## src/rtl/dvp_pattern_tx.sv

```systemverilog
// DVP (OV5640-style) RGB565 test-pattern source: vsync, then per-line href with
// two bytes per pixel. Outputs are registered one cycle behind the phase FSM.
module dvp_pattern_tx #(
  parameter int IMAGE_WIDTH   = 1280,
  parameter int IMAGE_HEIGHT  = 720,
  parameter int VS_CYCLES     = 64,
  parameter int VBP_CYCLES    = 128,
  parameter int HBLANK_CYCLES = 32,
  parameter int VFP_CYCLES    = 64
) (
  input  logic        clk,
  input  logic        g_rst_p,
  input  logic        enable,
  input  logic [1:0]  pattern,
  input  logic [15:0] solid_color,
  output logic        dvp_vsync,
  output logic        dvp_href,
  output logic [7:0]  dvp_data,
  output logic        busy,
  output logic        frame_done,
  output logic [15:0] frame_cnt
);

  localparam int LINE_BYTES = 2 * IMAGE_WIDTH;
  localparam int BAR_BYTES  = IMAGE_WIDTH / 4;
  localparam int MAX_A      = (VS_CYCLES > VBP_CYCLES) ? VS_CYCLES : VBP_CYCLES;
  localparam int MAX_B      = (HBLANK_CYCLES > VFP_CYCLES) ? HBLANK_CYCLES : VFP_CYCLES;
  localparam int MAX_P      = (MAX_A > MAX_B) ? MAX_A : MAX_B;
  localparam int CW         = $clog2(MAX_P + 1);
  localparam int XW         = $clog2(LINE_BYTES);
  localparam int YW         = $clog2(IMAGE_HEIGHT + 1);
  localparam int BW         = $clog2(BAR_BYTES + 1);

  typedef enum logic [2:0] {
    S_IDLE   = 3'd0,
    S_VSYNC  = 3'd1,
    S_VBP    = 3'd2,
    S_LINE   = 3'd3,
    S_HBLANK = 3'd4,
    S_VFP    = 3'd5
  } state_t;

  state_t      state_q, state_d;
  logic [CW-1:0] cnt_q, cnt_d;
  logic [XW-1:0] x_q, x_d;
  logic [YW-1:0] y_q, y_d;
  logic [BW-1:0] bcnt_q, bcnt_d;
  logic [2:0]  bar_q, bar_d;
  logic [1:0]  pat_q, pat_d;
  logic [15:0] solid_q, solid_d;
  logic        vsync_q, vsync_d, href_q, href_d, busy_q, busy_d, done_q, done_d;
  logic [7:0]  data_q, data_d;
  logic [15:0] fcnt_q, fcnt_d;
  logic [15:0] px_s, yy_s, pix_s;
  logic        unused_ok_s;

  assign px_s        = 16'(x_q >> 1);
  assign yy_s        = 16'(y_q);
  assign unused_ok_s = ^{px_s[15:8], px_s[1:0], yy_s[15:6], yy_s[4:0]};

  // Phase sequencing, pixel position tracking and registered output generation
  always_comb begin
    state_d = state_q;
    cnt_d   = '0;
    x_d     = x_q;
    y_d     = y_q;
    bcnt_d  = bcnt_q;
    bar_d   = bar_q;
    pat_d   = pat_q;
    solid_d = solid_q;
    case (state_q)
      S_IDLE: begin
        if (enable) begin
          state_d = S_VSYNC;
          pat_d   = pattern;
          solid_d = solid_color;
          y_d     = '0;
        end else begin
          state_d = S_IDLE;
        end
      end
      S_VSYNC: begin
        if (cnt_q == CW'(VS_CYCLES - 1)) state_d = S_VBP;
        else cnt_d = cnt_q + CW'(1);
      end
      S_VBP, S_HBLANK: begin
        if (cnt_q == ((state_q == S_VBP) ? CW'(VBP_CYCLES - 1) : CW'(HBLANK_CYCLES - 1))) begin
          state_d = S_LINE;
          x_d     = '0;
          bcnt_d  = '0;
          bar_d   = 3'd0;
        end else begin
          cnt_d = cnt_q + CW'(1);
        end
      end
      S_LINE: begin
        if (x_q == XW'(LINE_BYTES - 1)) begin
          if (y_q == YW'(IMAGE_HEIGHT - 1)) begin
            state_d = S_VFP;
          end else begin
            state_d = S_HBLANK;
            y_d     = y_q + YW'(1);
          end
        end else begin
          x_d = x_q + XW'(1);
          // Bar index advances from a byte counter so no divider is needed
          if (bcnt_q == BW'(BAR_BYTES - 1)) begin
            bcnt_d = '0;
            bar_d  = bar_q + 3'd1;
          end else begin
            bcnt_d = bcnt_q + BW'(1);
          end
        end
      end
      S_VFP: begin
        if (cnt_q == CW'(VFP_CYCLES - 1)) begin
          y_d = '0;
          if (enable) begin
            state_d = S_VSYNC;
            pat_d   = pattern;
            solid_d = solid_color;
          end else begin
            state_d = S_IDLE;
          end
        end else begin
          cnt_d = cnt_q + CW'(1);
        end
      end
      default: state_d = S_IDLE;
    endcase

    case (pat_q)
      2'd0: begin
        case (bar_q)
          3'd0:    pix_s = 16'hFFFF;
          3'd1:    pix_s = 16'hFFE0;
          3'd2:    pix_s = 16'h07FF;
          3'd3:    pix_s = 16'h07E0;
          3'd4:    pix_s = 16'hF81F;
          3'd5:    pix_s = 16'hF800;
          3'd6:    pix_s = 16'h001F;
          default: pix_s = 16'h0000;
        endcase
      end
      2'd1:    pix_s = (px_s[5] ^ yy_s[5]) ? 16'hFFFF : 16'h0000;
      2'd2:    pix_s = {px_s[7:3], px_s[7:2], px_s[7:3]};
      default: pix_s = solid_q;
    endcase

    vsync_d = (state_q == S_VSYNC);
    href_d  = (state_q == S_LINE);
    busy_d  = (state_q != S_IDLE);
    done_d  = (state_q == S_VFP) && (cnt_q == CW'(VFP_CYCLES - 1));
    if (href_d) data_d = x_q[0] ? pix_s[7:0] : pix_s[15:8];
    else data_d = 8'h00;
    if (done_d) fcnt_d = fcnt_q + 16'd1;
    else fcnt_d = fcnt_q;
  end

  // State, counters and output registers with synchronous reset
  always_ff @(posedge clk) begin
    if (g_rst_p) begin
      state_q <= S_IDLE;
      cnt_q   <= '0;
      x_q     <= '0;
      y_q     <= '0;
      bcnt_q  <= '0;
      bar_q   <= 3'd0;
      pat_q   <= 2'd0;
      solid_q <= 16'h0000;
      vsync_q <= 1'b0;
      href_q  <= 1'b0;
      data_q  <= 8'h00;
      busy_q  <= 1'b0;
      done_q  <= 1'b0;
      fcnt_q  <= 16'h0000;
    end else begin
      state_q <= state_d;
      cnt_q   <= cnt_d;
      x_q     <= x_d;
      y_q     <= y_d;
      bcnt_q  <= bcnt_d;
      bar_q   <= bar_d;
      pat_q   <= pat_d;
      solid_q <= solid_d;
      vsync_q <= vsync_d;
      href_q  <= href_d;
      data_q  <= data_d;
      busy_q  <= busy_d;
      done_q  <= done_d;
      fcnt_q  <= fcnt_d;
    end
  end

  assign dvp_vsync  = vsync_q;
  assign dvp_href   = href_q;
  assign dvp_data   = data_q;
  assign busy       = busy_q;
  assign frame_done = done_q;
  assign frame_cnt  = fcnt_q;

endmodule

```

## config.mk

```make
export PLATFORM = sky130hd
export DESIGN_NAME = dvp_pattern_tx
export DESIGN_NICKNAME = d
export VERILOG_FILES = /design/src/rtl/dvp_pattern_tx.sv
export SDC_FILE = /design/constraint.sdc
export NUM_CORES = 1
export LEC_CHECK = 0
export ABC_CLOCK_PERIOD_IN_PS = 2100
export BUFFER_PORTS_ARGS = -buffer_cell sky130_fd_sc_hd__buf_2
export CAP_MARGIN = 20
export CORE_UTILIZATION = 53
export DETAILED_ROUTE_END_ITERATION = 8
export PLACE_DENSITY_LB_ADDON = 0.05
export SYNTH_ARGS = -nofsm -noshare
export SYNTH_HDL_FRONTEND = slang
export SYNTH_SLANG_ARGS = --single-unit
export TNS_END_PERCENT = 1
```

## constraint.sdc

```tcl
create_clock -name clk -period 2.1 [get_ports clk]
set_input_delay 0.315 -clock clk [delete_from_list [all_inputs] [get_ports clk]]
set_output_delay 0.315 -clock clk [all_outputs]
set_load 0.05 [all_outputs]
```

* Word-level counts from Yosys, hierarchy flattened
Cells that the tools add are included. W data, S select, Z words.
Storage, ports and cells: input bits 21, output and inout port bits 28, bits in registers 91, logic and storage cells 101
Cells by class: mux-type cells 37, add/sub/neg operators 6, eq/ne operators 26, bitwise gates (word level) 2, reductions and logical operators 16
Operators by type and width (count):
- $pmux W16 S7 | 1
- $mux W16 | 3
- $pmux W16 S3 | 1
- $mux W10 | 4
- $pmux W16 S2 | 1
- $pmux W10 S3 | 1
- $mux W9 | 3
- $mux W12 | 2
- $mux W8 | 3
- $pmux W12 S2 | 1
- $mux W3 | 7
- $pmux W9 S2 | 1
- $add A16 B1 Y16 const B | 1
- $pmux W8 S2 | 1
- $eq A3 B3 Y1 const B | 5
- $pmux W3 S5 | 1
- $add A12 B1 Y12 const B | 1
- $eq A12 B12 Y1 const B | 1
- $eq A3 B2 Y1 const B | 4
- $add A10 B1 Y10 const B | 1
- $eq A10 B10 Y1 const B | 1
- $ne A2 B2 Y1 const B | 5
- $add A9 B1 Y9 const B | 1
- $eq A9 B9 Y1 const B | 1
- other kinds (25) | 36

* Depth between registers and ports, before layout
depth in word-level cells 5, depth in mapped cells 9, depth with buffers taken out 6

* Worst setup path before layout
No wires, ideal clock.
path type register to register, start point register cnt_q[0], end point register solid_q[11], library setup time 71 ps, stages on the path, launching flop included 9, buffers on the path 2, arrival time 2027 ps, required time 2029 ps, setup slack 3 ps, period minus slack after synthesis 2097 ps, cells stage by stage dfxtp_1 -> ha_1 -> and4_1 -> clkbuf_1 -> a31oi_1 -> nor2_1 -> clkbuf_1 -> nand2_1 -> a21oi_1
On the way: cells in the longest elaborated chain, start to end 3
RTL lines:
- start, declared | line 44 | logic [CW-1:0] cnt_q, cnt_d;
- start signal, assigned | line 179 | cnt_q <= cnt_d;
- $eq A8 B6 Y1 | line 116 | if (cnt_q == CW'(VFP_CYCLES - 1)) begin
- $ne A2 B2 Y1 (no source line)
- $reduce_and A2 Y1 (no source line)
- end signal, assigned | line 185 | solid_q <= solid_d;
- end, declared | line 50 | logic [15:0] solid_q, solid_d;
No other way between the ends. A chain may end at the register's enable or synchronous reset.

* Worst setup path in the final report
start point register state_q[1], end point register x_q[9]
On the way: cells in the longest elaborated chain, start to end 5, elaborated cells between the ends (all ways) 11, those cells by class eq/ne (6); mux (2); reduce/logical (3)
RTL lines:
- start, declared | line 43 | state_t state_q, state_d;
- start signal, assigned | line 178 | state_q <= state_d;
- $eq A3 B2 Y1 | line 71, 87
- $mux W7 | line 87 | if (cnt_q == ((state_q == S_VBP) ? CW'(VBP_CYCLES - 1) : CW'(HBLANK_CYCLES - 1))) begin
- $eq A8 B7 Y1 | line 87
- $ne A2 B2 Y1 (no source line)
- $reduce_and A3 Y1 (no source line)
- end signal, assigned | line 165 | x_q <= '0;
- end signal, assigned | line 180 | x_q <= x_d;
- end, declared | line 45 | logic [XW-1:0] x_q, x_d;
Several ways; a longest one is shown, not always the timed one.

==> results.yml <==
routing:
  avgRoutedWirePerCell_um: 14.9
  ant_nets: 0
  via_per_inst: 5.86
  routed_wl_um: 10700
  first_pass_iters: 4
  drt_iter0_drc: 198
  drc: 0
  vias: 4224
setup_path:
  r2r_setup_slack_ns: 0.05
  start_kind: "flop"
  cp_max_fo: 18
  end_kind: "flop"
  critPathArrivalTime_ns: 2.37
  path_class: "reg -> reg"
  required_ns: 2.42
placed_design:
  placed_area_um2: 4950
  dp.cells: 705
  routabilityCongestion: 0.939
  portBuffers: 48
  place_ws_ns: -0.0323
  dp_hpwl_um: 7680
yosys:
  synthAdderAreaFrac_pct: 2.83
  synth_area_per_cell_um2: 8.07
  yosys.area_share.xor_xnor_pct: 4.95
  synth_cell_type_count: 49
  synth-simple-area-share_pct: 25.0
  synth_nets: 579
  synth-compound-area-share_pct: 21.6
  synth_mux_area_share_pct: 0.933
  netlist_instances: 548
  synth_edf_count: 0
  yosysSeqAreaShare_pct: 41.2
  synth-async-reset-ratio_pct: 0
  ys_seq_elements: 91
  yosysWarnings: 0
  synth_top_family_by_area: "simple AND/OR/NAND/NOR gates"
  synth_ff_type: "dfxtp_1"
  syn_area_um2: 4420
sta:
  hold_ws_ns: 0.172
  period_minus_slack_ns: 2.05
  final-hold-violation-count: 0
  finClkSkew_ns: 0.00986
  max_freq_mhz: 488
  period_share_pct: 97.5
  setup_slack_ns: 0.0521
  setup_violations: 0
  setup_tns_ns: 0
  max_slew_margin_pct: 61.7
  drv_slew: 0
  worst_pin_slew_ns: 0.569
  rsz0062_at_grt: "yes"
clocking:
  insertion_delay_ns: 0.37
  cts_buffer_depth: 2
  post_cts_buffers: 0
  holdBufCountCts: 0
  cts_tree: "built"
  clkSinkCount: 91
  cts-root-buf: "clkbuf_8"
  clk_pin_slew_ns: 0.09
  cts_max_level: 3
  cts_buffers: 9
die:
  fp.dieH_um: 93.4
  core_um2: 7890
  die_w_um: 93.4
  dieArea_um2: 8720
  io-pin-count: 49
  rows: 32
  start_util_pct: 56.1
global_route:
  grt_pass1_vias: 3896
  track_usage_pct: 25.5
  grt_max_degree: 27
  grt_pass1_wl_um: 17700
  antenna_found_initial: 0
  grt_overflow: 0
pwr:
  leakage_uw: 0.00200
  ir_drop_mv: 0.448
  power.density_nw_per_um2: 845
cells_and_area:
  stdcell_count: 721
  areaGrowthSynthToFinish_pct: 17.0
  final_nets: 645
  drive_above_1_share_pct: 18.3
  mostFrequentLayoutCell: "dfxtp_1"
  n_antenna_cell: 0
  layout_common_cells: "dfxtp_1, nor2_1, a21oi_1"
  final_area_um2: 5180
outcome:
  status: "finished clean"
run:
  maxCapViolCount: 0
hold_path:
  hp-class: "in -> reg"
worst paths after layout:
| check | startpoint | endpoint | depth (start not counted) |
|---|---|---|---|
| setup / recovery | state_q[1] | x_q[9] | 5 |
| hold reg to reg | cnt_q[0] | cnt_q[0] | 1 |
| hold / removal | solid_color[4] | solid_q[4] | 3 |
| setup reg to reg | state_q[1] | x_q[9] | 5 |
power by group:
part	total, uW	internal (uW)	leakage, uW	switching, uW
clock	1210	582	0.0000987	627
sequential	1940	1850	0.000737	84.9
combinational	1230	445	0.00117	782
total	4380	2880	0.00200	1490
metal layers:
| metal | GRT usage [%] | up-vias | part of all wire [%] |
|---|---|---|---|
| met1 | 32.9 | 1992 | 46 |
| met5 | 0 | - | 0 |
| met4 | 9.49 | 0 | 1.7 |
| met2 | 42.5 | 98 | 48 |
| li1 | - | 2117 | - |
| met3 | 4.23 | 17 | 4.0 |
Yosys cell counts, drive strengths merged, types with 9 or more instances:
cell type / count / area share (%)
dfxtp: 91 / 41
a21oi: 57 / 6.5
nor2: 57 / 4.8
o21ai: 55 / 6.2
nand2: 46 / 3.9
clkbuf: 28 / 2.4
nand3: 21 / 2.4
nor3: 19 / 2.1
nand4: 16 / 2.3
a211oi: 13 / 2.2
o21a: 13 / 2.2
xnor2: 13 / 2.6
xor2: 12 / 2.4
and3: 10 / 1.4
ha: 10 / 2.8
inv: 9 / 0.76
critical path, cell delays in order (launching register included):
cell and delay [ns]:
dfxtp_1 0.32, or4b_4 0.54, a2111oi_4 0.39, a21oi_4 0.14
or4_1 0.53, nand2_1 0.08
cell families (layout without fill, tap and decap cells):
kind of cell,Yosys count,count (layout)
XOR/XNOR,25,25
buffers and inverters,40,111
AO/OA/AOI/OAI,162,162
flip-flops,91,91
adder cells (fa/ha/maj),10,10
AND/OR/NAND/NOR,216,216
multiplexers,4,4
metrics by stage:
stage / power, uW / utilization (%)
3_5_place_dp: 3180 / 62.8
2_1_floorplan: 2810 / -
4_1_cts: 4380 / 65.4
6_report: 4380 / 65.6
5_1_grt: 4600 / 65.6
3_3_place_gp: 3150 / 62.8
sequential cells by signal (all words and copies together) (netlist names):
name and count:
frame_cnt 16, solid_q 16, x_q 12, y_q 10, bcnt_q 9, cnt_q 8
dvp_data 8, bar_q 3, state_q 3, pat_q 2, busy 1, dvp_href 1
dvp_vsync 1, frame_done 1
area by class of cell:
type,count,area [um^2]
fill,716,2710
multi-input combinational,417,2470
sequential,91,1820
timing repair buffer,85,518
clock buffer,10,138
tap,102,128
clock inverter,6,63.8
inverter,10,37.5
repair_timing:
action | CTS | global route
gates cloned | 0 | 0
endpoints found under the setup margin | 4 | 18
pin swaps | 1 | 2
resized for setup | 1 | 6
No activity file was read; power rests on OpenSTA's default activity.
